$ cat config.mk
export PLATFORM = sky130hd
export DESIGN_NAME = up_dn_cmd_scheduler
export DESIGN_NICKNAME = d
export VERILOG_FILES = /design/src/rtl/up_dn_cmd_scheduler.sv
export SDC_FILE = /design/constraint.sdc
export NUM_CORES = 1
export LEC_CHECK = 0
export BUFFER_PORTS_ARGS = -buffer_cell sky130_fd_sc_hd__buf_2
export CORE_MARGIN = 4
export CORE_UTILIZATION = 25
export DETAILED_ROUTE_END_ITERATION = 12
export GPL_TIMING_DRIVEN = 0
export PLACE_DENSITY = 0.52
export SKIP_LAST_GASP = 1
export SLEW_MARGIN = 20
export SYNTH_ARGS = -nofsm -noshare
export SYNTH_HDL_FRONTEND = slang
export SYNTH_SLANG_ARGS = --single-unit
$ cat constraint.sdc
create_clock -name CLK -period 7.55 [get_ports CLK]
set_input_delay 0.3775 -clock CLK [delete_from_list [all_inputs] [get_ports CLK]]
set_output_delay 0.3775 -clock CLK [all_outputs]
set_load 0.02 [all_outputs]
$ cat src/rtl/up_dn_cmd_scheduler.sv
// Command front-end for a WIDTH-bit up/down counter: round-robin arbitration of two
// requesters, then LOAD / UP-by-N / DOWN-by-N / NOP executed as single-cycle strobes.
module up_dn_cmd_scheduler #(
  parameter int WIDTH = 5
) (
  input  logic             CLK,
  input  logic             rst_n,
  input  logic             req0_valid,
  input  logic [1:0]       req0_op,
  input  logic [WIDTH-1:0] req0_arg,
  output logic             req0_ready,
  input  logic             req1_valid,
  input  logic [1:0]       req1_op,
  input  logic [WIDTH-1:0] req1_arg,
  output logic             req1_ready,
  input  logic             ctr_high,
  input  logic             ctr_low,
  output logic [WIDTH-1:0] ctr_in,
  output logic             ctr_load,
  output logic             ctr_up,
  output logic             ctr_down,
  output logic             busy,
  output logic             done,
  output logic             done_id,
  output logic             done_sat,
  output logic [WIDTH-1:0] done_steps
);

  localparam logic [1:0] OP_LOAD = 2'b00;
  localparam logic [1:0] OP_UP   = 2'b01;
  localparam logic [1:0] OP_DOWN = 2'b10;

  typedef enum logic [1:0] {S_IDLE, S_LOAD, S_STEP, S_DONE} state_t;

  state_t           state, state_d;
  logic             last_grant;
  logic             gnt_vld, gnt_id, accept;
  logic [1:0]       sel_op;
  logic [WIDTH-1:0] sel_arg;
  logic [1:0]       op_q;
  logic [WIDTH-1:0] arg_q;
  logic             id_q;
  logic [WIDTH-1:0] steps, steps_d;
  logic [WIDTH-1:0] remaining, remaining_d;
  logic             sat, sat_d;
  logic             boundary, step_go;

  // When both request, the one that did not win last time gets the grant.
  always_comb begin
    gnt_vld = req0_valid | req1_valid;
    gnt_id  = 1'b0;
    if (req0_valid && req1_valid)
      gnt_id = ~last_grant;
    else if (req1_valid)
      gnt_id = 1'b1;
    accept  = (state == S_IDLE) && gnt_vld;
    sel_op  = gnt_id ? req1_op  : req0_op;
    sel_arg = gnt_id ? req1_arg : req0_arg;
  end

  // The boundary flag gates the strobe combinationally, so the counter never wraps.
  always_comb begin
    boundary = (op_q == OP_UP) ? ctr_high : ctr_low;
    step_go  = (state == S_STEP) && !boundary;
  end

  always_ff @(posedge CLK or negedge rst_n) begin
    if (!rst_n)
      state <= S_IDLE;
    else
      state <= state_d;
  end

  always_comb begin
    state_d = state;
    case (state)
      S_IDLE: begin
        if (accept) begin
          case (sel_op)
            OP_LOAD:        state_d = S_LOAD;
            OP_UP, OP_DOWN: state_d = (sel_arg != '0) ? S_STEP : S_DONE;
            default:        state_d = S_DONE;
          endcase
        end
      end
      S_LOAD: state_d = S_DONE;
      S_STEP: begin
        if (boundary || remaining == WIDTH'(1))
          state_d = S_DONE;
      end
      default: state_d = S_IDLE;
    endcase
  end

  always_comb begin
    req0_ready = accept && !gnt_id;
    req1_ready = accept &&  gnt_id;
    ctr_load   = (state == S_LOAD);
    ctr_in     = (state == S_LOAD) ? arg_q : '0;
    ctr_up     = step_go && (op_q == OP_UP);
    ctr_down   = step_go && (op_q == OP_DOWN);
    busy       = (state != S_IDLE);
    done       = (state == S_DONE);
  end

  // Next values of the step bookkeeping, shared by the live registers and the done capture.
  always_comb begin
    steps_d     = steps;
    remaining_d = remaining;
    sat_d       = sat;
    if (accept) begin
      steps_d     = '0;
      remaining_d = (state_d == S_STEP) ? sel_arg : '0;
      sat_d       = 1'b0;
    end else if (step_go) begin
      steps_d     = steps + WIDTH'(1);
      remaining_d = remaining - WIDTH'(1);
    end else if (state == S_STEP) begin
      sat_d       = 1'b1;
    end
  end

  always_ff @(posedge CLK or negedge rst_n) begin
    if (!rst_n) begin
      last_grant <= 1'b1;
      steps      <= '0;
      remaining  <= '0;
      sat        <= 1'b0;
      done_id    <= 1'b0;
      done_sat   <= 1'b0;
      done_steps <= '0;
    end else begin
      steps     <= steps_d;
      remaining <= remaining_d;
      sat       <= sat_d;
      if (accept)
        last_grant <= gnt_id;
      if (state_d == S_DONE && state != S_DONE) begin
        done_id    <= accept ? gnt_id : id_q;
        done_sat   <= sat_d;
        done_steps <= steps_d;
      end
    end
  end

  // Command payload; only meaningful after an accept, so it carries no reset.
  always_ff @(posedge CLK) begin
    if (accept) begin
      op_q  <= sel_op;
      arg_q <= sel_arg;
      id_q  <= gnt_id;
    end
  end

endmodule
; Word-level counts from Yosys, hierarchy flattened
; Cells that the tools add are included.
[op_classes]
n_addsub = 2
eq_ne = 11
muxes = 20
n_bitwise = 2
reduce_logical = 17
[ops]
columns = op, n
row1 = $mux W5, 7
row2 = $eq A2 B2 Y1 const B, 6
row3 = $logic_and A1 B1 Y1, 8
row4 = $mux W1, 8
row5 = $eq A2 B1 Y1 const B, 3
row6 = $mux W2, 3
row7 = $pmux W2 S3, 1
row8 = $add A5 B1 Y5 const B, 1
row9 = $eq A5 B1 Y1 const B, 1
row10 = $reduce_bool A5 Y1, 1
row11 = $sub A5 B1 Y5 const B, 1
row12 = $logic_not A2 Y1, 2
row13 = $pmux W2 S2, 1
row14 = $reduce_bool A2 Y1, 2
row15 = $logic_not A1 Y1, 2
row16 = $ne A2 B2 Y1 const B, 1
row17 = $reduce_or A2 Y1, 1
row18 = $logic_or A1 B1 Y1, 1
row19 = $not A1 Y1, 1
row20 = $or A1 B1 Y1, 1
[totals]
reg_bits = 29
input_bits = 20
out_inout_bits = 19

; Logic depth before layout (Yosys ltp)
[depth]
depth_word = 11
ltp_mapped = 10
depth_no_buf = 9

; Worst setup path before layout
; Ideal clock, no wire load.
[synth_path]
kind = input-to-reg
from = input port req1_valid
to = register done_id
arrival_time_ns = 2.499
setup_slack_ns = 4.927
stages = 9
path_buffers = 1
path_cell_list = a21boi_0 buf_2 mux2i_1 inv_1 ha_1 o31ai_1 inv_1 o41ai_4 mux2_2
[synth_between]
elab_chain_len = 10
elab_cells_between_ends = 19
cone_classes = 3 x eq/ne / 9 x mux / 1 x bitwise / 6 x reduce/logical
[synth_lines]
columns = element, line
row1 = "start, declared", 12  ; input logic req1_valid,
row2 = $mux W1 / $logic_and A1 B1 Y1 (equally long branches), "54, 52"
row3 = $mux W1 *, 52  ; if (req0_valid && req1_valid)
row4 = $mux W2 *, 57  ; sel_op = gnt_id ? req1_op : req0_op;
row5 = via sel_op[1], 38  ; logic [1:0] sel_op;
row6 = $eq A2 B1 Y1 / $eq A2 B2 Y1 (equally long branches), 79  ; case (sel_op)
row7 = $reduce_or A2 Y1, 79
row8 = $pmux W2 S2 *, 79
row9 = $mux W2 *, 78  ; if (accept) begin
row10 = $pmux W2 S3 *, 76  ; case (state)
row11 = $eq A2 B2 Y1 *, 138  ; if (state_d == S_DONE && state != S_DONE) begin
row12 = $logic_and A1 B1 Y1 *, 138
row13 = "end signal, assigned", 139  ; done_id <= accept ? gnt_id : id_q;
row14 = "end, declared", 24  ; output logic done_id,
; Mark *: on every way through the listed nets, which the timed path passes. The rest lies on a longest branch.
; A chain may end at the register's enable or synchronous reset.

; Worst setup path after layout
[layout_path]
from = register last_grant
to = register done_sat
[layout_between]
elab_chain_len = 10
elab_cells_between_ends = 15
cone_classes = 3 x eq/ne / 7 x mux / 1 x bitwise / 4 x reduce/logical
[layout_lines]
columns = element, line
row1 = "start, declared", 36  ; logic last_grant;
row2 = "start signal, assigned", 137  ; last_grant <= gnt_id;
row3 = $not A1 Y1 *, 53  ; gnt_id = ~last_grant;
row4 = $mux W1 *, 52
row5 = $mux W2 *, 57
row6 = via sel_op[1], 38
row7 = $eq A2 B1 Y1 / $eq A2 B2 Y1 (equally long branches), 79
row8 = $reduce_or A2 Y1, 79
row9 = $pmux W2 S2 *, 79
row10 = $mux W2 *, 78
row11 = $pmux W2 S3 *, 76
row12 = $eq A2 B2 Y1 *, 138
row13 = $logic_and A1 B1 Y1 *, 138
row14 = "end signal, assigned", 140  ; done_sat <= sat_d;
row15 = "end, declared", 25  ; output logic done_sat,
; Marks and branches as above.

==> flow_summary_export.csv <==
group,metric,value,unit
layout,final_area,2020,sq um
die,die_h,89.1,um
yosys,synth_common_cells,"dfrtp_1 (20), mux2_2 (13), inv_1 (12), ha_1 (10), o21ai_0 (10)",
detailed_routing,firstDrtPassIters,4,
timing,fin_ws,4540,ps
run,cap_viol_max_count,0,
global_route,grt_util_met2,0.166,
yosys,synth.avg_cell_area,10.9,sq um
outcome,outcome,"finished clean",
timing,final_max_slew_viol_count,0,
die,placement_rows,29,
timing,finalSetupViolCount,0,
power,p_per_area,370,nW/um^2
setup_path,rr_startpoint,"last_grant",
detailed_routing,post_drt_wl_per_cell,13.4,um
yosys,synth_warnings,0,
yosys,synth_edf_count,7,
setup_path,crit_path_start,"last_grant",
yosys,ys_ff_latch,29,
power,leakage,0.937,nW
timing,max_freq,332,MHz
yosys,ys_top_cells_by_area,"dfrtp_1 (30%), edfxtp_1 (13%), mux2_2 (8.9%), ha_1 (7.6%), o21ai_0 (3.0%)",
global_route,grt_util_all_layers,0.103,
global_route,grt_max_degree,22,
detailed_routing,antenna_left,0,
setup_path,startpoint_type,"flip-flop",
yosys,synth.most_common_cell,"dfrtp_1",
die,dieArea,7940,sq um
global_route,top_usage_layer,"met2",
power,power.total,0.747,mW
global_route,gr-usage-met1,0.127,
die,coreArea,6350,sq um
setup_path,cpMaxStageDelayCell,"o41ai_4",
cts,cts_made_buffers,5,
setup_path,end_kind,"flip-flop",
global_route,grt_pass1_vias,1303,
layout,final_util,0.318,
yosys,yosys.area.top_type,"dfrtp_1",
cts,htree_levels,2,
placed_design,dp_hpwl,2820,um
layout,fin_nets,226,
cts,insertion_delay,280,ps
cts,clockBufferDepth,2,
setup_path,critPathTopFamily,"compound AO/OA/AOI/OAI gates",
timing,hold_viol,0,
timing,worst-slew-pin-transition,975,ps
cts,cts_root_buffer,"clkbuf_8",
placed_design,dp_slack,4230,ps
timing,fin_skew,4.47,ps
placed_design,placed_area,1930,sq um
setup_path,crit_arrival,3170,ps
setup_path,path_cells,"a21boi_0 -> buf_2 -> mux2i_1 -> inv_1 -> ha_1 -> o31ai_1 -> inv_1 -> o41ai_4 -> mux2_2",
yosys,syn_nets,181,
layout,syn2layout_area_growth,22.9,%
yosys,synth-seq-area-share,0.460,
detailed_routing,drc,0,
global_route,antenna_found_initial,0,
setup_path,r2r_slack,4540,ps
power,ir_drop,186,uV
layout,drive_gt1_frac,0.330,
global_route,met3_usage,0.0276,
yosys,synthCells,151,
placed_design,io_buffers,38,
cts,cts_setup_buffers,0,
die,start_util,0.259,
worst_hold_path,hp-class,"input pin to async pin",
yosys,ys_types,43,
layout,diodes,0,
die,io_pins,39,
placed_design,gp_routability_congestion,0.734,
cts,tritoncts,"built",
global_route,globalRouteOverflowTotal,0,
cts,cts.sinks,29,
global_route,grt_pass1_wl,6200,um
setup_path,crit_fanout,10,
setup_path,critPathKind,"flip-flop to flip-flop",
yosys,synth_area,1640,sq um
setup_path,critical_path_required,7710,ps
yosys,yosysTopAreaCellShare,0.304,
timing,fin_crit_sh,0.399,
setup_path,slowest_delay,520,ps
timing,setup_tns,0,ps
cts,cts_hold_buffers,0,
timing,fin_crit,3010,ps
die,die_x,89.1,um
detailed_routing,vias,1281,
detailed_routing,finalWirelength,3660,um
cts,clkTransAtPathRegs,60,ps
timing,rsz0062_at_grt,"false",
yosys,synth_flop_cell,"dfrtp_1",
setup_path,crit_buf_inv,3,
yosys,async_reset_ff_frac,0.724,
setup_path,crit_top_cell,"inv_1",
detailed_routing,drt-initial-drc-count,69,
cts,cts_resized,0,
detailed_routing,via_per_inst,4.68,
timing,slew_headroom,0.346,
## routing by layer
metal / vias to the layer above / part of all wire
met5: - / 0
met1: 610 / 0.46
met4: 0 / 0.018
li1: 635 / -
met3: 7 / 0.045
met2: 29 / 0.48
## worst paths after layout
check                      cells after the start       endpoint
hold / removal                                 1  done_steps[0]
min in group CLK                               2       arg_q[0]
hold reg to reg                                1           id_q
setup reg to reg                               9       done_sat
max in group asynchronous                      1     last_grant
setup / recovery                               9       done_sat
## worst reg2reg max path: cells and delay by family (launching register included)
kind | cells | cell delay [ps]
mux | 2 | 710
fa+ha+maj | 1 | 210
flops | 1 | 370
compound gates | 3 | 1100
buf+inv | 3 | 530
## placed cells by master, fill, tap and decap left out, types with 2 or more instances in the layout
| cell type | netlist | layout |
|---|---|---|
| a21o_1 | 3 | 3 |
| edfxtp_1 | 7 | 7 |
| clkbuf_8 | 0 | 6 |
| nor3b_1 | 3 | 3 |
| dfrtp_1 | 20 | 20 |
| a21oi_1 | 9 | 9 |
| nand3_1 | 3 | 3 |
| ha_1 | 10 | 10 |
| a21boi_0 | 3 | 3 |
| nand2_1 | 8 | 8 |
| nor3_1 | 3 | 3 |
| a31oi_1 | 2 | 2 |
| nor2_1 | 8 | 8 |
| or3_1 | 3 | 3 |
| o22a_1 | 2 | 2 |
| buf_2 | 1 | 39 |
| and2_1 | 6 | 6 |
| inv_1 | 12 | 12 |
| clkbuf_1 | 2 | 4 |
| o21ai_0 | 10 | 10 |
| mux2_2 | 13 | 13 |
## power breakdown
group | total (mW) | internal [mW] | switching (mW)
Sequential | 0.256 | 0.221 | 0.0353
Combinational | 0.360 | 0.145 | 0.214
Clock | 0.131 | 0.0742 | 0.0567
Total | 0.747 | 0.441 | 0.306
## logic make-up (layout without fill, tap and decap cells)
family                   count (synthesis)  after routing  synth area share
AO/OA/AOI/OAI                           41             41             0.190
XOR/XNOR                                 1              1           0.00533
adder cells (fa/ha/maj)                 10             10            0.0761
buffers and inverters                   15             61            0.0350
flip-flops                              29             29             0.460
multiplexers                            14             14            0.0951
AND/OR/NAND/NOR                         41             41             0.138
## stage by stage
step,hold WS (ps),instances
floorplan,81.9,151
global placement,370,266
detailed placement,370,266
CTS,73.2,274
global route,87.8,274
finish,53.4,274
## cell type report
type	instances	area [sq um]
fill	645	4330
multi-input combinational	107	830
sequential	29	757
timing repair buffer	38	190
tap	77	96.3
clock buffer	8	90.1
inverter	12	45.0
buffer	3	12.5
## state kept, by name (all words and copies together) (netlist names)
signal      count
arg_q           5
done_id         1
done_sat        1
done_steps      5
id_q            1
last_grant      1
op_q            2
remaining       5
sat             1
state           2
steps           5
No activity file was read; power rests on OpenSTA's default activity.
